**src/rtl/spi_frame_rx_pkg.sv**
```systemverilog
// Shared types and constants for the SPI frame receiver and the
// parallel control word it loads.
package spi_frame_rx_pkg;

    localparam int SPI_STATUS_W        = 8;
    localparam int SPI_MIN_HALF_PERIOD = 4;

    typedef struct packed {
        logic [6:0] count;
        logic       err;
    } spi_status_t;

    typedef struct packed {
        logic [7:0] ctrl;
        logic [7:0] gain;
        logic [7:0] pitch;
        logic [7:0] level;
    } synth_t;

    typedef enum logic [1:0] {
        ST_IDLE,
        ST_RECV,
        ST_END
    } rx_state_t;

    // Bit position within a byte for the n-th bit on the wire.
    function automatic logic [2:0] bit_pos(input logic msb_first, input logic [2:0] cnt);
        return msb_first ? ~cnt : cnt;
    endfunction

endpackage

```
**src/rtl/spi_frame_rx_sync_2ff.sv**
```systemverilog
// Two-flop synchronizer for asynchronous level inputs, resetting to a
// caller-chosen idle value so no false edge appears after reset.
module sync_2ff #(
    parameter int               WIDTH     = 1,
    parameter logic [WIDTH-1:0] RESET_VAL = '0
) (
    input  logic             clk,
    input  logic             rst,
    input  logic [WIDTH-1:0] d,
    output logic [WIDTH-1:0] q
);

    logic [WIDTH-1:0] meta_p0;

    always_ff @(posedge clk or posedge rst) begin
        if (rst) begin
            meta_p0 <= RESET_VAL;
            q       <= RESET_VAL;
        end else begin
            meta_p0 <= d;
            q       <= meta_p0;
        end
    end

endmodule

```
**src/rtl/spi_frame_rx.sv**
```systemverilog
// Oversampled SPI slave (CPHA=0): receives one fixed-length frame per chip
// select and commits it atomically to frame_o, echoing status/data on miso.
module spi_frame_rx
    import spi_frame_rx_pkg::*;
#(
    parameter int FRAME_BYTES = $bits(synth_t) / 8,
    parameter int MSB_FIRST   = 0,
    parameter int CPOL        = 0
) (
    input  logic                     clk,
    input  logic                     rst,
    input  logic                     sclk,
    input  logic                     csel,
    input  logic                     mosi,
    output logic                     miso,
    output logic [FRAME_BYTES*8-1:0] frame_o,
    output logic                     frame_valid,
    output logic                     frame_err,
    output logic [15:0]              frame_count
);

    localparam int                FW         = FRAME_BYTES * 8;
    localparam int                BCW        = $clog2(FRAME_BYTES + 2);
    localparam logic              CPOL_L     = (CPOL != 0);
    localparam logic              MSB_L      = (MSB_FIRST != 0);
    localparam logic [BCW-1:0]    BYTES_FULL = BCW'(FRAME_BYTES);
    localparam logic [BCW-1:0]    BYTES_SAT  = BCW'(FRAME_BYTES + 1);

    logic [1:0] ctl_s;
    logic       sclk_s, csel_s, mosi_s, sclk_d, csel_d;

    sync_2ff #(.WIDTH(2), .RESET_VAL({CPOL_L, 1'b1})) u_sync_ctl (
        .clk (clk),
        .rst (rst),
        .d   ({sclk, csel}),
        .q   (ctl_s)
    );

    sync_2ff #(.WIDTH(1), .RESET_VAL(1'b0)) u_sync_mosi (
        .clk (clk),
        .rst (rst),
        .d   (mosi),
        .q   (mosi_s)
    );

    assign sclk_s = ctl_s[1];
    assign csel_s = ctl_s[0];

    always_ff @(posedge clk or posedge rst) begin
        if (rst) begin
            sclk_d <= CPOL_L;
            csel_d <= 1'b1;
        end else begin
            sclk_d <= sclk_s;
            csel_d <= csel_s;
        end
    end

    logic sample_edge, shift_edge, csel_fall, csel_rise;

    // Sample on the edge leaving the idle level, shift miso on the return edge.
    assign sample_edge = (sclk_s != sclk_d) && (sclk_d == CPOL_L);
    assign shift_edge  = (sclk_s != sclk_d) && (sclk_d != CPOL_L);
    assign csel_fall   = csel_d & ~csel_s;
    assign csel_rise   = ~csel_d & csel_s;

    rx_state_t                 state;
    logic [2:0]                bit_cnt;
    logic [BCW-1:0]            byte_cnt;
    logic                      overrun;
    logic                      last_err;
    logic [7:0]                shreg;
    logic [7:0]                last_byte;
    logic [FW-1:0]             stage;
    logic [7:0]                byte_next;
    logic [SPI_STATUS_W-1:0]   status_bits;
    logic [7:0]                tx_byte;
    spi_status_t               status;

    always_comb begin
        byte_next = shreg;
        byte_next[bit_pos(MSB_L, bit_cnt)] = mosi_s;
    end

    assign status      = '{count: frame_count[6:0], err: last_err};
    assign status_bits = status;
    assign tx_byte     = (byte_cnt == '0) ? status_bits : last_byte;

    always_ff @(posedge clk or posedge rst) begin
        if (rst) begin
            state       <= ST_IDLE;
            bit_cnt     <= '0;
            byte_cnt    <= '0;
            overrun     <= 1'b0;
            last_err    <= 1'b0;
            shreg       <= '0;
            last_byte   <= '0;
            stage       <= '0;
            frame_o     <= '0;
            frame_valid <= 1'b0;
            frame_err   <= 1'b0;
            frame_count <= '0;
            miso        <= 1'b0;
        end else begin
            frame_valid <= 1'b0;
            frame_err   <= 1'b0;
            case (state)
                ST_IDLE: begin
                    miso <= 1'b0;
                    if (csel_fall) begin
                        state    <= ST_RECV;
                        bit_cnt  <= '0;
                        byte_cnt <= '0;
                        overrun  <= 1'b0;
                        shreg    <= '0;
                        miso     <= status_bits[bit_pos(MSB_L, 3'd0)];
                    end
                end
                ST_RECV: begin
                    if (csel_rise) begin
                        state <= ST_END;
                        miso  <= 1'b0;
                    end else if (sample_edge) begin
                        shreg   <= byte_next;
                        bit_cnt <= bit_cnt + 3'd1;
                        if (bit_cnt == 3'd7) begin
                            last_byte <= byte_next;
                            // Bytes arrive in order, so shifting up leaves byte 0 at the top.
                            if (byte_cnt < BYTES_FULL)
                                stage <= FW'({stage, byte_next});
                            else
                                overrun <= 1'b1;
                            if (byte_cnt != BYTES_SAT)
                                byte_cnt <= byte_cnt + 1'b1;
                        end
                    end else if (shift_edge) begin
                        miso <= tx_byte[bit_pos(MSB_L, bit_cnt)];
                    end
                end
                ST_END: begin
                    if (byte_cnt == BYTES_FULL && bit_cnt == 3'd0 && !overrun) begin
                        frame_o     <= stage;
                        frame_valid <= 1'b1;
                        frame_count <= frame_count + 16'd1;
                        last_err    <= 1'b0;
                    end else begin
                        frame_err <= 1'b1;
                        last_err  <= 1'b1;
                    end
                    state <= ST_IDLE;
                end
                default: state <= ST_IDLE;
            endcase
        end
    end

endmodule
```
**config.mk**
```make
export PLATFORM = sky130hd
export DESIGN_NAME = spi_frame_rx
export DESIGN_NICKNAME = d
export VERILOG_FILES = /design/src/rtl/spi_frame_rx_pkg.sv /design/src/rtl/spi_frame_rx_sync_2ff.sv /design/src/rtl/spi_frame_rx.sv
export SDC_FILE = /design/constraint.sdc
export NUM_CORES = 1
export LEC_CHECK = 0
export CAP_MARGIN = 20
export CORE_MARGIN = 5
export CORE_UTILIZATION = 45
export CTS_CLUSTER_DIAMETER = 100
export CTS_CLUSTER_SIZE = 20
export DETAILED_ROUTE_END_ITERATION = 8
export PLACE_DENSITY_LB_ADDON = 0.2
export SLEW_MARGIN = 25
export SYNTH_ARGS = -nofsm -noshare
export SYNTH_HDL_FRONTEND = slang
export SYNTH_SLANG_ARGS = --single-unit
```
**constraint.sdc**
```tcl
create_clock -name clk -period 11.3 [get_ports clk]
set_clock_uncertainty 0.2 [all_clocks]
set_input_delay 2.26 -clock clk [delete_from_list [all_inputs] [get_ports clk]]
set_output_delay 2.26 -clock clk [all_outputs]
set_load 0.05 [all_outputs]
```
Word level (Yosys, flattened, before mapping)
Index checks and enable logic that the tools add are counted.
{"block": "totals", "ff_bits": 117, "latchBits": 0, "ramBits": 0, "mem_bits_ro": 0, "inputBits": 5, "out_inout_bits": 51, "wordCells": 101, "n_memories": 0}
{"block": "op_classes", "addsub": 3, "n_mul": 0, "div": 0, "magnitude_cmp": 3, "eq_ne": 15, "shifts": 0, "muxes": 37, "bitwise": 6, "reduce_logical": 18}
{"cell": "$mux 8", "n": 4}
{"cell": "$mux 3", "n": 7}
{"cell": "$add 16x1->16 const B", "n": 1}
{"cell": "$pmux 8 s2", "n": 1}
{"cell": "$mux 1", "n": 15}
{"cell": "$ne 2x2->1 const B", "n": 7}
{"cell": "$pmux 3 s2", "n": 2}
{"cell": "$reduce_and 6->1", "n": 2}
{"cell": "$ne 3x3->1 const B", "n": 3}
{"cell": "$bwmux 8", "n": 1}
{"cell": "$reduce_and 4->1", "n": 2}
{"cell": "$add 3x1->3 const B", "n": 2}
{"cell": "$eq 3x3->1 const B", "n": 2}
{"cell": "$logic_not 3->1", "n": 2}
{"cell": "$logic_and 1x1->1", "n": 5}
{"cell": "$reduce_and 5->1", "n": 1}
{"cell": "$lt 3x4->1 const B", "n": 1}
{"cell": "$mux 2", "n": 2}
{"cell": "$not 1->1", "n": 4}
{"cell": "$pmux 1 s2", "n": 2}
{"cell": "$pmux 2 s2", "n": 1}
{"cell": "$reduce_and 2->1", "n": 2}
{"cell": "$bmux 1 s3", "n": 1}
{"cell": "$demux 1 s3", "n": 1}
{"cell": "10 further kinds", "n": 11}

Logic depth before layout (Yosys ltp)
{"block": "logic_depth", "word_depth": 8, "mapped_depth": 8, "ltp_nobuf": 6}

Modules after synthesis
From an unflattened synthesis, not the netlist that was laid out.
{"block": "unflattened", "cells_unflattened": 371, "area_unflattened_um2": 4812.1}
{"mod": "spi_frame_rx", "instances": 1, "cells_each": 363, "area_per_inst_um2": 4652.0, "seq_area_each_um2": 2778.9}
{"mod": "sync_2ff (u_sync_ctl)", "instances": 1, "cells_each": 5, "area_per_inst_um2": 106.4, "seq_area_each_um2": 102.6}
{"mod": "sync_2ff (u_sync_mosi)", "instances": 1, "cells_each": 3, "area_per_inst_um2": 53.8, "seq_area_each_um2": 50.0}

Worst setup path after synthesis
No wires, ideal clock.
{"block": "synth_timing", "path_kind": "reg2out", "from": "register frame_count[5]", "to": "output frame_count[5]", "t_arrival_ns": 0.680, "t_required_ns": 8.840, "path_slack_ns": 8.160, "path_stages_with_launch": 1, "path_buffers": 0, "path_cell_list": "dfrtp_1"}
{"item": "start: declaration", "line": "spi_frame_rx.sv:19", "source": "output logic [15:0] frame_count"}
{"item": "start signal: assignment", "line": "spi_frame_rx.sv:144", "source": "frame_count <= frame_count + 16'd1;"}
No word-level cell between the ends.

Worst setup path after layout
{"block": "layout_timing", "from": "register frame_count[4]", "to": "output frame_count[4]"}
No word-level cell between the ends.

==> impl_metrics.py <==
metrics = {
    "die": {
        "die-area_mm2": 0.0134,
        "die_x_um": 116,
        "core_area_mm2": 0.0109,
        "start_util": 0.463,
        "fp-row-count": 38,
        "die_y_um": 116,
        "io_pins": 56,
    },
    "placed_design": {
        "dp_slack_ps": 7020,
        "port_buffers": 55,
        "dp.final_hpwl_mm": 6.30,
        "place_area_mm2": 0.00565,
        "gp_congestion": 0.778,
    },
    "routing": {
        "top_layer_used": "met4",
        "wl_met2_mm": 4.81,
        "drt-met1-wl_mm": 4.47,
        "route.met3.wl_um": 377,
        "firstDrtPassIters": 4,
        "drt_iter0_drc": 183,
        "wl_per_cell_um": 16.4,
        "routed_via_density": 5.31,
        "ant_nets": 0,
        "vias": 3174,
        "finalWirelength_mm": 9.79,
        "route.detailed.drc": 0,
    },
    "clock_tree": {
        "cts_setup_buffers": 0,
        "cts_tree": "built",
        "ctsLongestPathBuffers": 2,
        "cts_buffers": 17,
        "clkSinkCount": 117,
        "ctsResizeCount": 0,
        "clockRootBuffer": "clkbuf_8",
        "clk_pin_slew_ps": 60,
        "postCtsHoldBufs": 0,
        "htreeDepth": 4,
        "insertion_delay_ps": 520,
    },
    "layout": {
        "area_growth_pct": 24.1,
        "drive_above_1_share": 0.225,
        "multi_input_area_mm2": 0.00194,
        "stdcell_area_mm2": 0.00625,
        "antenna_cells": 0,
        "regArea_mm2": 0.00293,
        "fillers": 920,
        "fin_nets": 457,
    },
    "synth": {
        "syn_area_mm2": 0.00504,
        "ys_warn_count": 0,
        "synthTopCellsByCount": "dfrtp_1 (114), mux2_2 (42), o21ai_0 (38), nand2_1 (26), mux2_4 (12)",
        "synth_ff_type": "dfrtp_1",
        "synth-edff-count": 0,
        "synth_area_per_cell_um2": 13.0,
        "synth.yosys.seq_area_share": 0.582,
        "syn_nets": 400,
        "syn_inst": 388,
        "synth_top_area_share": 0.566,
        "yosys.cell_types.count": 53,
        "yosysMostFrequentCell": "dfrtp_1",
        "yosys_register_bits": 117,
        "synth_area_leaders": "dfrtp_1 (57%), mux2_2 (9.4%), o21ai_0 (3.8%)",
        "synth_area_leader_cell": "dfrtp_1",
        "ys_async_sr_fraction": 1.00,
    },
    "global_route": {
        "grt_overflow": 0,
        "grt_pass1_vias": 3230,
        "grt_max_degree": 64,
        "grt_pass1_wl_mm": 16.6,
        "track_usage": 0.159,
        "grt_antenna_before_repair": 0,
    },
    "setup_path": {
        "crit_path_start_kind": "register",
        "worst-path-buf-inv": 1,
        "cp_max_fo": 7,
        "slowest_delay_ps": 850,
        "path_depth": 1,
        "crit_chain": "clkdlybuf4s50_1",
        "crit_required_ps": 8840,
        "ff2ff_path_depth": 6,
        "end_kind": "output port",
        "crit_family": "buffers and inverters",
        "rrSetupSlack_ps": 8320,
        "crit_slowest_cell": "clkdlybuf4s50_1",
        "arrival_ps": 1850,
        "critPathKind": "reg2out",
    },
    "sta": {
        "tns_ps": 0,
        "rsz0062_at_grt": "false",
        "fmaxAchievable_ghz": 0.232,
        "post-route-worst-setup-slack_ps": 6990,
        "report.final.slew_viol_count": 0,
        "finalCriticalPeriod_ps": 4310,
        "setup_viol": 0,
        "tightest_slew_ps": 1010,
        "period_share": 0.381,
        "maxSlewHeadroom": 0.323,
        "hold_viol_final": 0,
    },
    "outcome": {
        "status": "finished clean",
    },
    "pwr": {
        "p_leak_nw": 2.89,
        "power_density_mw_per_mm2": 166,
        "total_power_mw": 1.04,
        "ir_worst_vdd_mv": 0.106,
    },
    "flow_run": {
        "max_cap_viol_count": 0,
    },
    "hold_path": {
        "min_path_type": "reg2reg",
        "whs_path_depth": 0,
    },
}
## through the flow
stage | cells | hold WS, ps | utilization
global route | 598 | 159 | 0.574
CTS | 598 | 152 | 0.574
global placement | 566 | 135 | 0.519
floorplan | 388 | 131 | -
finish | 598 | 148 | 0.574
detailed placement | 566 | 137 | 0.519
## layout by cell type (no fill, tap or decap), types with 3 or more instances in the layout
master             n
xor2_1             7
clkdlybuf4s50_1   55
nor2b_1            3
clkbuf_8           3
nor3b_1            5
dfstp_2            3
buf_4              3
nand4_1            7
clkinvlp_4         5
bufinv_16          3
mux2_4            12
ha_1               7
nand2_1           26
nand2b_1           4
a21oi_1            6
nor3_1             7
o21ai_0           38
clkbuf_16         16
dfrtp_1          114
mux2_2            42
xnor2_1            8
inv_1              8
nor2_1             5
mux2_1             3
mux2i_1           11
and3_1             3
nand3_1           11
## registers in the layout, summed over array words and instances, names as in the netlist, 2 cells and up
| signal | count |
|---|---|
| bit_cnt | 3 |
| stage | 32 |
| byte_cnt | 3 |
| u_sync_ctl.meta_p0 | 2 |
| shreg | 8 |
| last_byte | 8 |
| u_sync_ctl.q | 2 |
| frame_o | 32 |
| state | 2 |
| frame_count | 16 |
## final timing paths
path                             endpoint                 from
max                        frame_count[4]       frame_count[4]
min                         u_sync_mosi.q  u_sync_mosi.meta_p0
max reg2reg                     stage[11]           bit_cnt[1]
min reg2reg                 u_sync_mosi.q  u_sync_mosi.meta_p0
max in group asynchronous      frame_o[0]                  rst
min in group asynchronous     frame_o[27]                  rst
## cell families after synthesis
kind of cell             Yosys count  synth area share
AND/OR/NAND/NOR                   94             0.114
AO/OA/AOI/OAI                     57            0.0643
flip-flops                       117             0.582
multiplexers                      69             0.163
XOR/XNOR                          15            0.0261
adder cells (fa/ha/maj)            7            0.0174
buffers and inverters             29            0.0338
## area by class of cell
class / instances / area share
Timing Repair Buffer: 58 / 0.0917
Tap cell: 140 / 0.0280
Clock inverter: 11 / 0.0240
Multi-Input combinational cell: 242 / 0.310
Sequential cell: 117 / 0.469
Inverter: 9 / 0.00580
Clock buffer: 21 / 0.0719
## routing by layer
layer / up-vias / track usage
li1: 1496 / -
met1: 1605 / 0.210
met2: 60 / 0.248
met3: 13 / 0.0460
met4: 0 / 0.0634
met5: - / 0
## power breakdown
part	switching [mW]	internal, mW	total, mW
logic	0.0337	0.0237	0.0575
registers	0.0167	0.428	0.445
clock network	0.189	0.348	0.537
total	0.240	0.800	1.04
No activity file was read; power rests on OpenSTA's default activity.
